## src/rtl/spi_flash_loader.sv

```systemverilog
// spi_flash_loader: issues a flash READ over a byte-level SPI engine and streams the data into a local RAM port.
// Optional: define SPI_FLASH_FAST_READ_EN for FAST READ (0x0B plus one dummy byte after the address).
module spi_flash_loader #(
  parameter int WR_ADDR_W = 14,
  parameter int LEN_W     = 16,
  parameter int CS_GAP    = 4
) (
  input  logic                 clk,
  input  logic                 rst,
  input  logic                 go,
  input  logic [23:0]          flash_addr,
  input  logic [WR_ADDR_W-1:0] wr_base,
  input  logic [LEN_W-1:0]     length,
  input  logic                 abort,
  output logic                 busy,
  output logic                 done,
  output logic                 cs_n,
  output logic                 spi_start,
  output logic [7:0]           spi_tx,
  input  logic [7:0]           spi_rx,
  input  logic                 spi_new_data,
  output logic                 wr_en,
  output logic [WR_ADDR_W-1:0] wr_addr,
  output logic [7:0]           wr_data
);

  localparam int GAP_W = $clog2(CS_GAP + 1);
  localparam logic [GAP_W-1:0] GAP_INIT = GAP_W'(CS_GAP - 1);

`ifdef SPI_FLASH_FAST_READ_EN
  localparam logic [7:0] CMD = 8'h0B;
  localparam logic [2:0] HDR = 3'd5;
`else
  localparam logic [7:0] CMD = 8'h03;
  localparam logic [2:0] HDR = 3'd4;
`endif

  typedef enum logic [2:0] {
    IDLE  = 3'd0,
    SETUP = 3'd1,
    SEND  = 3'd2,
    WAIT  = 3'd3,
    HOLD  = 3'd4,
    FIN   = 3'd5
  } state_t;

  state_t               state_q, state_d;
  logic [GAP_W-1:0]     gap_q, gap_d;
  logic [2:0]           idx_q, idx_d;
  logic [LEN_W-1:0]     rem_q, rem_d;
  logic [WR_ADDR_W-1:0] ptr_q, ptr_d;
  logic [23:0]          faddr_q, faddr_d;
  logic                 busy_q, busy_d;
  logic                 done_q, done_d;
  logic                 cs_n_q, cs_n_d;
  logic                 spi_start_q, spi_start_d;
  logic [7:0]           spi_tx_q, spi_tx_d;
  logic                 wr_en_q, wr_en_d;
  logic [WR_ADDR_W-1:0] wr_addr_q, wr_addr_d;
  logic [7:0]           wr_data_q, wr_data_d;

  logic [7:0]           seq_byte;
  logic                 is_read;
  logic                 is_last;

  // idx saturates at HDR: every byte from there on is a read byte (and any dummy byte sits below HDR)
  always_comb begin
    seq_byte = 8'h00;
    case (idx_q)
      3'd0:    seq_byte = CMD;
      3'd1:    seq_byte = faddr_q[23:16];
      3'd2:    seq_byte = faddr_q[15:8];
      3'd3:    seq_byte = faddr_q[7:0];
      default: seq_byte = 8'h00;
    endcase
  end

  assign is_read = (idx_q == HDR);
  assign is_last = is_read && (rem_q == LEN_W'(1));

  // Transaction sequencing and next values for every registered output
  always_comb begin
    state_d     = state_q;
    gap_d       = gap_q;
    idx_d       = idx_q;
    rem_d       = rem_q;
    ptr_d       = ptr_q;
    faddr_d     = faddr_q;
    busy_d      = busy_q;
    done_d      = 1'b0;
    cs_n_d      = cs_n_q;
    spi_start_d = 1'b0;
    spi_tx_d    = spi_tx_q;
    wr_en_d     = 1'b0;
    wr_addr_d   = wr_addr_q;
    wr_data_d   = wr_data_q;
    case (state_q)
      IDLE: begin
        if (go && (length != '0)) begin
          faddr_d = flash_addr;
          ptr_d   = wr_base;
          rem_d   = length;
          idx_d   = 3'd0;
          cs_n_d  = 1'b0;
          busy_d  = 1'b1;
          gap_d   = GAP_INIT;
          state_d = SETUP;
        end else if (go) begin
          done_d  = 1'b1;
          state_d = FIN;
        end else begin
          state_d = IDLE;
        end
      end
      SETUP: begin
        if (abort) begin
          gap_d   = GAP_INIT;
          state_d = HOLD;
        end else if (gap_q == '0) begin
          idx_d   = 3'd0;
          state_d = SEND;
        end else begin
          gap_d = gap_q - GAP_W'(1);
        end
      end
      SEND: begin
        spi_start_d = 1'b1;
        spi_tx_d    = seq_byte;
        state_d     = WAIT;
      end
      WAIT: begin
        if (spi_new_data) begin
          if (is_read) begin
            wr_en_d   = 1'b1;
            wr_data_d = spi_rx;
            wr_addr_d = ptr_q;
            ptr_d     = ptr_q + WR_ADDR_W'(1);
            rem_d     = rem_q - LEN_W'(1);
          end else begin
            idx_d = idx_q + 3'd1;
          end
          if (is_last || abort) begin
            gap_d   = GAP_INIT;
            state_d = HOLD;
          end else begin
            state_d = SEND;
          end
        end else begin
          state_d = WAIT;
        end
      end
      HOLD: begin
        if (gap_q == '0) begin
          cs_n_d  = 1'b1;
          done_d  = 1'b1;
          busy_d  = 1'b0;
          state_d = FIN;
        end else begin
          gap_d = gap_q - GAP_W'(1);
        end
      end
      FIN: begin
        state_d = IDLE;
      end
      default: begin
        state_d = IDLE;
      end
    endcase
  end

  // State and output registers with synchronous reset
  always_ff @(posedge clk) begin
    if (rst) begin
      state_q     <= IDLE;
      gap_q       <= '0;
      idx_q       <= 3'd0;
      rem_q       <= '0;
      ptr_q       <= '0;
      faddr_q     <= 24'h000000;
      busy_q      <= 1'b0;
      done_q      <= 1'b0;
      cs_n_q      <= 1'b1;
      spi_start_q <= 1'b0;
      spi_tx_q    <= 8'h00;
      wr_en_q     <= 1'b0;
      wr_addr_q   <= '0;
      wr_data_q   <= 8'h00;
    end else begin
      state_q     <= state_d;
      gap_q       <= gap_d;
      idx_q       <= idx_d;
      rem_q       <= rem_d;
      ptr_q       <= ptr_d;
      faddr_q     <= faddr_d;
      busy_q      <= busy_d;
      done_q      <= done_d;
      cs_n_q      <= cs_n_d;
      spi_start_q <= spi_start_d;
      spi_tx_q    <= spi_tx_d;
      wr_en_q     <= wr_en_d;
      wr_addr_q   <= wr_addr_d;
      wr_data_q   <= wr_data_d;
    end
  end

  assign busy      = busy_q;
  assign done      = done_q;
  assign cs_n      = cs_n_q;
  assign spi_start = spi_start_q;
  assign spi_tx    = spi_tx_q;
  assign wr_en     = wr_en_q;
  assign wr_addr   = wr_addr_q;
  assign wr_data   = wr_data_q;

endmodule

```

## config.mk

```make
export PLATFORM = sky130hd
export DESIGN_NAME = spi_flash_loader
export DESIGN_NICKNAME = d
export VERILOG_FILES = /design/src/rtl/spi_flash_loader.sv
export SDC_FILE = /design/constraint.sdc
export NUM_CORES = 1
export LEC_CHECK = 0
export BUFFER_PORTS_ARGS = -buffer_cell sky130_fd_sc_hd__buf_2
export CORE_ASPECT_RATIO = 2
export CORE_MARGIN = 2
export CORE_UTILIZATION = 47
export DETAILED_ROUTE_END_ITERATION = 8
export GPL_TIMING_DRIVEN = 0
export HOLD_SLACK_MARGIN = 0.08
export PLACE_DENSITY = 0.71
export REMOVE_ABC_BUFFERS = 1
export SETUP_SLACK_MARGIN = 0.15
export SLEW_MARGIN = 20
export SYNTH_ARGS = -nofsm -noshare
export SYNTH_HDL_FRONTEND = slang
export SYNTH_SLANG_ARGS = --single-unit
export TNS_END_PERCENT = 20
```

## constraint.sdc

```tcl
create_clock -name clk -period 4.1 [get_ports clk]
set_clock_uncertainty 0.15 [all_clocks]
set_input_delay 0 -clock clk [delete_from_list [all_inputs] [get_ports clk]]
set_output_delay 0 -clock clk [all_outputs]
set_load 0.1 [all_outputs]
```

After elaboration in Yosys (flattened, before gate mapping). Cells that the tools add are included.

Add/subtract/negate cells: 4. Equal/unequal tests: 18. Muxes and demuxes: 41. Bitwise operators: 2. Reduce and logical (&&, ||, !) cells: 19.

Operators by type and width (count): 3-bit two-way mux (17); 16-bit two-way mux (3); 14-bit two-way mux (3); 16-bit one-hot mux with 2 select lines (1); 8-bit one-hot mux with 4 select lines (1); 14-bit one-hot mux with 2 select lines (1); 16-bit by 1-bit equality test with 1-bit output, second input constant (1); 2-bit != test, second input constant (8); 16-bit nonzero test (1); 16-bit by 1-bit subtractor with 16-bit output, second input constant (1); 3-bit one-hot mux with 5 select lines (1); 14-bit by 1-bit adder with 14-bit output, second input constant (1); 3-bit by 2-bit equality test with 1-bit output, second input constant (4); 3-bit one-hot mux with 4 select lines (1); 3-bit logical NOT (3); 1-bit two-way mux (9); 3-bit one-hot mux with 3 select lines (1); 4-bit AND reduction (2); 3-bit by 1-bit equality test with 1-bit output, second input constant (2); 3-bit equality test, second input constant (2); 1-bit one-hot mux with 2 select lines (3); 3-bit AND reduction (2); 6-bit AND reduction (1); 2-bit AND reduction (2); other kinds (10) (13).

Bits in registers: 98. Input port bits: 67. Logic and storage cells: 98.

Logic depth before layout (Yosys ltp). Gate-level depths: netlist (run 1).

Depth after elaboration: 6. Depth in mapped cells: 9. Mapped depth without buffers: 7.

Worst setup path before layout (run 1). Ideal clock, no wire load.

Path type: reg-to-reg. Start: register rem_q[7]. End: register gap_q[1]. Library setup time: 0.086 ns. Arrival: 2.042 ns. Required time: 3.864 ns. Setup slack: 1.821 ns. Cell stages (with the launch flop): 7. Clock period less this slack: 2.279 ns. Path through: dfxtp_1 or4_1 buf_2 or4_4 o2111ai_2 nand4_2 a221oi_2.

Longest elaborated chain between the ends: 5.

Ends and longest elaborated chain: start, declared (RTL line 50) `logic [LEN_W-1:0] rem_q, rem_d;`; start signal, assigned (RTL line 192) `rem_q <= rem_d;`; 16-bit by 1-bit equality test with 1-bit output (RTL line 79) `assign is_last = is_read && (rem_q == LEN_W'(1));`; 1-bit logical AND (RTL line 79); 1-bit logical OR (RTL line 142) `if (is_last || abort) begin`; 2-bit != test (no line); 4-bit AND reduction (no line); end signal, assigned (RTL line 190) `gap_q <= gap_d;`; end, declared (RTL line 48) `logic [GAP_W-1:0] gap_q, gap_d;`.

No other way between the ends. A chain may end at the register's enable or synchronous reset.

Worst setup path after layout (run 1).
Start: register state_q[0]. End: register rem_q[1].

Longest elaborated chain between the ends: 3. Elaborated cells on any way between the ends: 8.

Ends and longest elaborated chain: start, declared (RTL line 47) `state_t state_q, state_d;`; start signal, assigned (RTL line 189) `state_q <= state_d;`; 3-bit by 2-bit equality test with 1-bit output / 3-bit logical NOT (equally long branches) (RTL line 97) `case (state_q)`; 2-bit != test (no line) / 2-bit nonzero test (equally long branches); 4-bit AND reduction (no line).

Several ways; a longest one is shown, not always the timed one.

==> summary.md, run 1 <==
| Metric | Value |
|---|---|
| Worst slack, placed | 1.189 ns |
| Seq cells post-synth | 98 |
| Drt total wl | 13.68 mm |
| Clock buffer depth | 2 |
| Arrival @ worst endpoint | 3.46 ns |
| Fmax | 0.3015 GHz |
| Final instance area | 0.006553 sq mm |
| Multi-input logic area | 0.002540 sq mm |
| Top FF cell, synth | dfxtp_1 |
| Asr flop ratio synth | 0 |
| Buffers on Ports | 101 |
| Fin crit share | 0.8089 |
| Post-synth cell types | 54 |
| Full die area | 0.01083 sq mm |
| Register area | 0.001962 sq mm |
| Seq/Total Area, Yosys | 0.4189 |
| Setup Crit Path Kind | flip-flop to flip-flop |
| Worst setup margin | 0.7833 ns |
| Max cap viols | 0 |
| Drt first pass iters | 5 |
| Yosys warns | 0 |
| FF-to-FF Start | state_q[0] |
| Hold/Removal Path Class | primary input to flip-flop |
| Vias in the first global route | 4955 |
| Die H | 145.2 um |
| Vias per inst | 5.529 |
| GRT overflow | 0 |
| CP Max Fanout | 24 |
| Static leakage | 2.713 nW |
| Hold path cells | 4 |
| Crit start category | flip-flop |
| Slew @ Worst Pin | 0.9900 ns |
| Synthesized area per cell | 7.938 sq um |
| Row cnt | 51 |
| Clock Tree Root | clkbuf_16 |
| Num CTS Buffers | 9 |
| Final ANT Viol Nets | 0 |
| P&R area growth vs syn | 39.91% |
| Mapped Cells | 590 |
| Fillers | 836 |
| Postcts setup bufs | 0 |
| Overall power | 2.925 mW |
| RSZ-0062 raised after global routing | false |
| Tmin final | 3.317 ns |
| R2R Setup Slk | 0.78 ns |
| Maximum VDD drop | 0.0003390 V |
| HPWL after DPL | 8.570 mm |
| Hold Path End | wr_data[0] |
| Ratio of cells with drive above 1 in the final layout | 0.1853 |
| Clk pin slew, worst setup/hold paths | 0.07 ns |
| GRT Total Usage | 0.2595 |
| Largest net degree at the start of global routing | 57 |
| CP required | 4.25 ns |
| Worst R2R Path Depth | 7 |
| DP Area | 0.005328 sq mm |
| Drt wl/cell | 15.31 um |
| CTS tree | done |
| R2r endpoint | rem_q[1] |
| Total number of vias | 4937 |
| # IOs | 102 |
| Setup TNS | 0 ns |
| Crit path capture type | flip-flop |
| Max_slew headroom | 0.3400 |
| Status | complete, no violations |
| Post-route insts no fill | 893 |
| Hold Crit Start | spi_rx[0] |
| Die W | 74.59 um |
| Commonest non-fill, non-tap cells in the layout | buf_2, dfxtp_1, dlygate4sd3_1, nand2_1, a21oi_1 |
| DRC Markers | 0 |
| Post_cts resized | 0 |
| Core Footprint | 0.009699 sq mm |
| P per Cell Area | 446.4 mW/mm^2 |
| Final hold vios | 0 |
| Most common cell after layout, fill and taps aside | buf_2 |
| Netlist Area Pre-Place | 0.004683 sq mm |
| Ant. Diodes | 0 |
| # clock sinks | 98 |
| Antenna violations before repair | 0 |
| Clock latency on the worst-skew pair | 0.36 ns |
| Dpl cells | 785 |
| Nets | 833 |
| Final Setup Violations | 0 |
| Number of DRC markers in iteration 0 | 377 |
| H-tree lvl count | 3 |
| Number of synthesized flops with an enable pin | 0 |
| Gp weighted congestion | 0.8455 |
| First-pass GRT wire length | 22.40 mm |
| Slew Viols, Final | 0 |
| Initial core utilization | 0.4828 |
## registers in the layout (all words and copies together), names as in the netlist, 3 cells and up
signal and cells:
faddr_q 24, rem_q 16, ptr_q 14, wr_addr 14
spi_tx 8, wr_data 8, gap_q 3, idx_q 3
state_q 3
## power by group
group          internal, mW  switching, mW  total (mW)
Sequential             1.06          0.116        1.18
Clock                 0.482          0.402       0.884
Combinational         0.385          0.476       0.861
Total                  1.93          0.993        2.93
## metal layers
metal | global-route usage | wire length [um]
met4 | 0.1152 | 336
met3 | 0.03611 | 446
met2 | 0.4814 | 7690
met1 | 0.2731 | 5201
met5 | 0 | 0
## Yosys cell counts (6+ instances only)
master | count | area share
nor2_1 | 62 | 0.050
nand2b_1 | 6 | 0.0080
a21oi_1 | 78 | 0.083
nand3_1 | 11 | 0.012
mux2i_1 | 25 | 0.053
nand2_1 | 86 | 0.069
o21ai_0 | 28 | 0.030
inv_1 | 10 | 0.0080
nor4_1 | 9 | 0.012
nor3_1 | 21 | 0.022
o31ai_1 | 6 | 0.0096
nor2b_1 | 6 | 0.0080
clkbuf_1 | 41 | 0.033
a222oi_1 | 6 | 0.013
a21o_1 | 8 | 0.013
nand3b_1 | 7 | 0.011
dfxtp_1 | 98 | 0.42
ha_1 | 10 | 0.027
## kinds of logic after synthesis
family	after synthesis	share of synthesized area
and+or+nand+nor	237	0.2388
AOI/OAI and AO/OA	164	0.2159
DFF	98	0.4189
buffers and inverters	56	0.04622
muxes	25	0.05343
adders and majority gates	10	0.02672
## per-stage QoR
step           hold WS, ns    util
5_1_grt             0.2900  0.6756
6_report            0.2731  0.6756
2_1_floorplan     -0.08375       -
3_3_place_gp       0.08533  0.5335
3_5_place_dp       0.09274  0.5493
4_1_cts             0.2811  0.6756
## worst max-delay path by stage
stage	start	end	slack, ns
floorplan	state_q[2]	rem_q[3]	-0.66
finish	state_q[0]	rem_q[1]	0.78
global route	state_q[0]	rem_q[1]	0.54
detailed placement	state_q[0]	rem_q[0]	1.19
global placement	state_q[2]	rem_q[3]	-2.42
CTS	state_q[0]	rem_q[1]	0.80
## worst max-delay path, stage by stage (launching register included)
cell	delay (ns)
dfxtp_1	0.70
nand3_1	0.23
or3_1	0.75
o21ai_2	0.37
buf_8	0.22
o211ai_1	0.09
a21oi_1	0.17
dlygate4sd3_1	0.57
## final cells by class
type | instances | share of cell area
sequential | 98 | 0.2994
inverter | 10 | 0.005728
timing repair buffer | 201 | 0.2356
multi-input combinational | 436 | 0.3876
clock inverter | 6 | 0.01146
tap | 132 | 0.02521
clock buffer | 10 | 0.03494
## what timing repair did
item	in CTS	in global routing
hold buffers	92	0
endpoints found under the hold margin	81	0
setup endpoints to repair	0	0
Power figures use the tool's default switching activity.
==> inputs of run 2 (changes only) <==
--- a/config.mk
+++ b/config.mk
@@ -5,6 +5,7 @@
 export SDC_FILE = /design/constraint.sdc
 export NUM_CORES = 1
 export LEC_CHECK = 0
+export ABC_AREA = 1
 export BUFFER_PORTS_ARGS = -buffer_cell sky130_fd_sc_hd__buf_2
 export CORE_ASPECT_RATIO = 2
 export CORE_MARGIN = 2
@@ -12,7 +13,7 @@
 export DETAILED_ROUTE_END_ITERATION = 8
 export GPL_TIMING_DRIVEN = 0
 export HOLD_SLACK_MARGIN = 0.08
-export PLACE_DENSITY = 0.71
+export PLACE_DENSITY = 0.7
 export REMOVE_ABC_BUFFERS = 1
 export SETUP_SLACK_MARGIN = 0.15
 export SLEW_MARGIN = 20
==> constraint.sdc (replaced) <==
create_clock -name clk -period 3.3 [get_ports clk]
set_clock_uncertainty 0.15 [all_clocks]
set_input_delay 0 -clock clk [delete_from_list [all_inputs] [get_ports clk]]
set_output_delay 0 -clock clk [all_outputs]
set_load 0.1 [all_outputs]
==> summary.md, run 2 <==
| Metric | Value |
|---|---|
| Status | complete, no violations (unchanged) |
| Seq cells post-synth | 98 (unchanged) |
| GRT Total Usage | 0.2537 (was 0.2595) |
| Maximum VDD drop | 0.0004364 V (was 0.0003390 V) |
| Mapped Cells | 781 (was 590) |
| Most frequent cells after synthesis | nand2_1, dfxtp_1, nor2_1 (was dfxtp_1, nand2_1, a21oi_1) |
| Commonest non-fill, non-tap cells in the layout | nand2_1, buf_2, dfxtp_1, nor2_1, a21oi_1 (was buf_2, dfxtp_1, dlygate4sd3_1, nand2_1, a21oi_1) |
| Ratio of cells with drive above 1 in the final layout | 0.1415 (was 0.1853) |
| Mux contribution to synthesized area | 0.003978 (was 0.05343) |
| Core Footprint | 0.01048 sq mm (was 0.009699 sq mm) |
| Vias in the first global route | 5442 (was 4955) |
| Final instance area | 0.006694 sq mm (was 0.006553 sq mm) |
| Arrival @ worst endpoint | 2.72 ns (was 3.46 ns) |
| Largest regs | faddr_q: 24 flops, rem_q: 16 flops (unchanged) |
| Cell with the most instances after synthesis | nand2_1 (was dfxtp_1) |
| Crit path capture type | flip-flop (unchanged) |
| Clock latency on the worst-skew pair | 0.35 ns (was 0.36 ns) |
| Top FF cell, synth | dfxtp_1 (unchanged) |
| Slew @ Worst Pin | 0.8634 ns (was 0.9900 ns) |
| Seq/Total Area, Yosys | 0.3899 (was 0.4189) |
| Worst-path cell chain | nor2_1 > nand2_1 > nor2_2 > nand2_2 > o21ai_0 > a21oi_1 (was nand3_1 > or3_1 > o21ai_2 > buf_8 > o211ai_1 > a21oi_1 > dlygate4sd3_1) |
| Nets | 1019 (was 833) |
| Largest family of logic cells by synthesized area | simple AND/OR/NAND/NOR gates (unchanged) |
| Worst path bufs/invs | 0 (was 2) |
| Post-synthesis xor/xnor area fraction | 0.006962 (was 0) |
| Antenna violations before repair | 0 (unchanged) |
| Crit start category | flip-flop (unchanged) |
| Synth Area in Compound Gates | 0.1437 (was 0.2159) |
| HPWL after DPL | 9.528 mm (was 8.570 mm) |
| Postcts setup bufs | 0 (unchanged) |
| Gp weighted congestion | 0.9034 (was 0.8455) |
| Num CTS Buffers | 9 (unchanged) |
| Most common cell after layout, fill and taps aside | nand2_1 (was buf_2) |
| Register area | 0.001962 sq mm (unchanged) |
| Leading area contributor after synthesis | dfxtp_1 (unchanged) |
| Initial core utilization | 0.4803 (was 0.4828) |
| First-pass GRT wire length | 23.96 mm (was 22.40 mm) |
| Asr flop ratio synth | 0 (unchanged) |
| Biggest register | faddr_q (unchanged) |
| Post-synth cell types | 32 (was 54) |
| Share of the synthesized area in the top cell type | 0.3899 (was 0.4189) |
| Clock buffer depth | 2 (unchanged) |
| Drt wl/cell | 13.61 um (was 15.31 um) |
| Peak per-stage delay on the critical path | 0.68 ns (was 0.75 ns) |
| Yosys warns | 0 (unchanged) |
| Static leakage | 3.101 nW (was 2.713 nW) |
| Die W | 77.17 um (was 74.59 um) |
| Ant. Diodes | 0 (unchanged) |
| Tmin final | 2.656 ns (was 3.317 ns) |
| P per Cell Area | 711.2 mW/mm^2 (was 446.4 mW/mm^2) |
| Clk pin slew, worst setup/hold paths | 0.07 ns (about the same) |
| Synthesized area per cell | 6.443 sq um (was 7.938 sq um) |
| Post-Synth Adder-Cell Area | 0.02486 (was 0.02672) |
| Vias per inst | 5.136 (was 5.529) |
| Top post-synthesis cells by area | dfxtp_1, nand2_1, a21oi_1 (was dfxtp_1, a21oi_1, nand2_1) |
| Max_slew headroom | 0.4238 (was 0.3400) |
| Critical-path top delay cell | nor2_2 (was or3_1) |
| CP required | 3.36 ns (was 4.25 ns) |
| Final ANT Viol Nets | 0 (unchanged) |
| Final Setup Violations | 0 (unchanged) |
| Largest net degree at the start of global routing | 62 (was 57) |
| # clock sinks | 98 (unchanged) |
| Full die area | 0.01160 sq mm (was 0.01083 sq mm) |
| Hold_ws | 0.2811 ns (was 0.2731 ns) |
| GRT overflow | 0 (unchanged) |
| Row cnt | 53 (was 51) |
| DP Area | 0.005555 sq mm (was 0.005328 sq mm) |
| Clock Tree Root | clkbuf_16 (unchanged) |
| Buffers on Ports | 101 (unchanged) |
| # IOs | 102 (unchanged) |
| CTS tree | done (unchanged) |
| Max reg flops | 24 (unchanged) |
| Fillers | 988 (was 836) |
| Final hold vios | 0 (unchanged) |
| Fmax | 0.3765 GHz (was 0.3015 GHz) |
| CP Max Fanout | 34 (was 24) |
| Multi-input logic area | 0.002693 sq mm (was 0.002540 sq mm) |
| Total number of vias | 5567 (was 4937) |
| DRC Markers | 0 (unchanged) |
| Netlist Area Pre-Place | 0.005032 sq mm (was 0.004683 sq mm) |
| Cell family with most CP delay | simple AND/OR/NAND/NOR gates (unchanged) |
| Max cap viols | 0 (unchanged) |
| H-tree lvl count | 3 (unchanged) |
| RSZ-0062 raised after global routing | false (unchanged) |
| Post-synthesis simple-gate area fraction | 0.3526 (was 0.2388) |
| P&R area growth vs syn | 33.02% (was 39.91%) |
| Setup TNS | 0 ns (unchanged) |
| Setup Crit Path Kind | flip-flop to flip-flop (unchanged) |
| Fin crit share | 0.8048 (was 0.8089) |
| Number of synthesized flops with an enable pin | 0 (unchanged) |
| Drt total wl | 14.75 mm (was 13.68 mm) |
| Hold/Removal Path Class | primary input to flip-flop (unchanged) |
| Slew Viols, Final | 0 (unchanged) |
| Drt first pass iters | 5 (unchanged) |
| Die H | 150.3 um (was 145.2 um) |
| Number of DRC markers in iteration 0 | 260 (was 377) |
-- run 2: cell families after synthesis --
group / Yosys count
and+or+nand+nor: 431
AOI/OAI and AO/OA: 140
DFF: 98
buffers and inverters: 96
adders and majority gates: 10
xor gates and xnor gates: 4
muxes: 2
-- run 2: metal layers --
layer  part of all wire  global-route usage
met5                  0                   0
met2               0.55              0.4926
met1               0.39              0.2582
met4              0.029              0.1170
met3              0.038             0.04257
-- run 2: power breakdown --
part | switching (mW) | internal, mW | leakage (nW) | total, mW
registers | 0.224 | 1.43 | 0.802 | 1.66
clock network | 0.484 | 0.564 | 0.144 | 1.05
logic | 1.37 | 0.684 | 2.15 | 2.06
total | 2.08 | 2.68 | 3.10 | 4.76
-- run 2: cell type report --
type                       instances  area share
sequential                        98      0.2931
timing repair buffer             183      0.1985
clock inverter                     5    0.006729
inverter                          63     0.03607
multi-input combinational        587      0.4022
tap                              137     0.02561
clock buffer                      11     0.03776
-- run 2: final timing paths --
path / start / to / slack, ns / depth (start not counted)
worst min register to register: faddr_q[7] / faddr_q[7] / 0.31 / 2
worst max-delay path: state_q[0] / faddr_q[1] / 0.64 / 6
worst min-delay path: spi_rx[3] / wr_data[3] / 0.28 / 4
worst max register to register: state_q[0] / faddr_q[1] / 0.64 / 6
-- run 2: worst register-to-register path: cells and delay by family, from the launching register on --
kind,cells,cell delay [ns]
AO/OA/AOI/OAI,2,0.50
flip-flops,1,0.37
AND/OR/NAND/NOR,4,1.52
-- run 2: metrics by stage --
| step | util | power, mW | setup slack, ns | cells |
|---|---|---|---|---|
| 2_1_floorplan | - | 3.076 | 1.037 | 748 |
| 3_3_place_gp | 0.5302 | 3.533 | 0.2089 | 986 |
| 3_5_place_dp | 0.5302 | 3.589 | 0.2223 | 986 |
| 4_1_cts | 0.6360 | 4.751 | 0.2167 | 1083 |
| 5_1_grt | 0.6389 | 5.139 | 0.3804 | 1084 |
| 6_report | 0.6389 | 4.761 | 0.6442 | 1084 |
-- run 2: what timing repair did --
item | in CTS | in global routing
hold endpoints to repair | 69 | 16
resized for setup | 0 | 4
setup endpoints to repair | 0 | 30
hold buffers | 81 | 1
==> inputs of run 3 (changes only) <==
--- a/config.mk
+++ b/config.mk
@@ -5,7 +5,7 @@
 export SDC_FILE = /design/constraint.sdc
 export NUM_CORES = 1
 export LEC_CHECK = 0
-export ABC_AREA = 1
+export ABC_AREA = 0
 export BUFFER_PORTS_ARGS = -buffer_cell sky130_fd_sc_hd__buf_2
 export CORE_ASPECT_RATIO = 2
 export CORE_MARGIN = 2
@@ -13,7 +13,7 @@
 export DETAILED_ROUTE_END_ITERATION = 8
 export GPL_TIMING_DRIVEN = 0
 export HOLD_SLACK_MARGIN = 0.08
-export PLACE_DENSITY = 0.7
+export PLACE_DENSITY = 0.71
 export REMOVE_ABC_BUFFERS = 1
 export SETUP_SLACK_MARGIN = 0.15
 export SLEW_MARGIN = 20
==> constraint.sdc (replaced) <==
create_clock -name clk -period 2.65 [get_ports clk]
set_clock_uncertainty 0.15 [all_clocks]
set_input_delay 0 -clock clk [delete_from_list [all_inputs] [get_ports clk]]
set_output_delay 0 -clock clk [all_outputs]
set_load 0.1 [all_outputs]
==> summary.md, run 3 (synthesis gave the netlist of run 1 again) <==
| Metric | Value |
|---|---|
| CTS tree | done (unchanged) |
| Final hold vios | 0 (unchanged) |
| Max cap viols | 0 (unchanged) |
| Clock latency on the worst-skew pair | 0.35 ns (about the same) |
| HPWL after DPL | 8.570 mm (was 9.528 mm) |
| Cell family with most CP delay | simple AND/OR/NAND/NOR gates (unchanged) |
| Buffers on Ports | 101 (unchanged) |
| RSZ-0062 raised after global routing | true (was false) |
| P&R area growth vs syn | 36.01% (was 33.02%) |
| CP Max Fanout | 17 (was 34) |
| Final Setup Violations | 0 (unchanged) |
| Core Footprint | 0.009699 sq mm (was 0.01048 sq mm) |
| Multi-input logic area | 0.002571 sq mm (was 0.002693 sq mm) |
| Final ANT Viol Nets | 0 (unchanged) |
| GRT Total Usage | 0.2519 (was 0.2537) |
| Post-route insts no fill | 872 (was 1084) |
| Clock buffer depth | 2 (unchanged) |
| Fillers | 858 (was 988) |
| Arrival @ worst endpoint | 2.54 ns (was 2.72 ns) |
| Crit start category | flip-flop (unchanged) |
| GRT overflow | 0 (unchanged) |
| Antenna violations before repair | 0 (unchanged) |
| Worst path bufs/invs | 2 (was 0) |
| Max_slew headroom | 0.3495 (was 0.4238) |
| H-tree lvl count | 3 (unchanged) |
| Drt wl/cell | 15.22 um (was 13.61 um) |
| Total number of vias | 4879 (was 5567) |
| Crit path capture type | flip-flop (unchanged) |
| Slew Viols, Final | 0 (unchanged) |
| Maximum VDD drop | 0.0004790 V (was 0.0004364 V) |
| Status | complete, no violations (unchanged) |
| Gp weighted congestion | 0.8455 (was 0.9034) |
| CP required | 2.74 ns (was 3.36 ns) |
| Ant. Diodes | 0 (unchanged) |
| Clock Tree Root | clkbuf_16 (unchanged) |
| Most common cell after layout, fill and taps aside | buf_2 (was nand2_1) |
| Hold/Removal Path Class | primary input to flip-flop (unchanged) |
| Setup Crit Path Kind | flip-flop to flip-flop (unchanged) |
| Peak per-stage delay on the critical path | 0.65 ns (was 0.68 ns) |
| Clk pin slew, worst setup/hold paths | 0.07 ns (about the same) |
| First-pass GRT wire length | 21.77 mm (was 23.96 mm) |
| Vias in the first global route | 4808 (was 5442) |
| Worst-path cell chain | or4b_4 > a41oi_4 > buf_4 > buf_16 > mux2i_1 > nor2_1 (was nor2_1 > nand2_1 > nor2_2 > nand2_2 > o21ai_0 > a21oi_1) |
| Fmax | 0.4078 GHz (was 0.3765 GHz) |
| Register area | 0.001966 sq mm (was 0.001962 sq mm) |
| P per Cell Area | 702.8 mW/mm^2 (was 711.2 mW/mm^2) |
| Number of DRC markers in iteration 0 | 361 (was 260) |
| Full die area | 0.01083 sq mm (was 0.01160 sq mm) |
| Dpl cells | 785 (was 986) |
| Vias per inst | 5.595 (was 5.136) |
| Biggest register | faddr_q (unchanged) |
| # clock sinks | 98 (unchanged) |
| Drt total wl | 13.27 mm (was 14.75 mm) |
| Max reg flops | 24 (unchanged) |
| Num CTS Buffers | 9 (unchanged) |
| Initial core utilization | 0.4828 (was 0.4803) |
| Drt first pass iters | 5 (unchanged) |
| Nets | 812 (was 1019) |
| # IOs | 102 (unchanged) |
| Commonest non-fill, non-tap cells in the layout | buf_2, dfxtp_1, nand2_1, a21oi_1, dlygate4sd3_1 (was nand2_1, buf_2, dfxtp_1, nor2_1, a21oi_1) |
| Static leakage | 2.583 nW (was 3.101 nW) |
| Ratio of cells with drive above 1 in the final layout | 0.2054 (was 0.1415) |
| Tmin final | 2.452 ns (was 2.656 ns) |
| Slew @ Worst Pin | 0.9757 ns (was 0.8634 ns) |
| Largest net degree at the start of global routing | 57 (was 62) |
| DRC Markers | 0 (unchanged) |
| Largest regs | faddr_q: 24 flops, rem_q: 16 flops (unchanged) |
| Fin util | 0.6567 (was 0.6389) |
| Row cnt | 51 (was 53) |
| Die W | 74.59 um (was 77.17 um) |
| Fin crit share | 0.9254 (was 0.8048) |
| Critical-path top delay cell | or4b_4 (was nor2_2) |
| Die H | 145.2 um (was 150.3 um) |
-- run 3: cell count changes in the layout (fill, tap and decap cells not counted), sizes merged, moves of 12 or more --
cell / change
buf: +12
dlygate4sd3: -16
inv: -53
mux2i: +23
nand2: -174
nand3: -51
nor2: -29
nor3: +16
o21ai: -15
-- run 3: layer usage --
layer,vias to the layer above,global-route usage,part of all wire
li1,2388,-,-
met1,2297,0.2662,0.38
met2,152,0.4588,0.55
met3,42,0.04306,0.035
met4,0,0.1161,0.033
met5,-,0,0
-- run 3: per-stage QoR --
step	power (mW)	hold slack, ns	area, sq um	setup slack [ns]	setup TNS [ns]
after floorplan	2.650	-0.08375	4504	-2.106	-70.05
after global placement	2.926	0.08533	5175	-3.874	-160.85
after detailed placement	2.998	0.09274	5328	-0.2611	-1.685
after CTS	4.446	0.1172	6344	0.1497	0
after global routing	4.698	0.09158	6370	0.1099	0
final	4.477	0.08088	6370	0.1976	0
-- run 3: worst min-delay path, cell delays in order --
cell	delay (ns)
buf_2	0.12
or4b_4	0.24
o21ai_0	0.10
nand3b_1	0.08
-- run 3: power breakdown --
| group | switching (mW) | internal (mW) |
|---|---|---|
| logic | 0.734 | 0.560 |
| registers | 0.178 | 1.65 |
| clock network | 0.609 | 0.746 |
| total | 1.52 | 2.96 |
-- run 3: final cells by class --
cell class                      count  area share
Timing Repair Buffer              179      0.2082
Clock inverter                      6     0.01179
Multi-Input combinational cell    437      0.4037
Tap cell                          132     0.02593
Clock buffer                       10     0.03595
Sequential cell                    98      0.3086
Inverter                           10    0.005893
-- run 3: path summary, 6_finish.rpt --
check	startpoint	end	slack [ns]	cells past startpoint
setup / recovery	state_q[2]	faddr_q[7]	0.20	6
hold / removal	go	cs_n	0.08	4
hold reg to reg	wr_addr[2]	wr_addr[2]	0.30	2
setup reg to reg	state_q[2]	faddr_q[7]	0.20	6
-- run 3: timing repair --
item | 4_1_cts | 5_1_grt
hold buffers | 67 | 0
pin swaps | 0 | 1
resized for setup | 5 | 4
hold endpoints to repair | 81 | 0
cloned | 0 | 1
buffers inserted | 3 | 0
setup endpoints to repair | 47 | 32
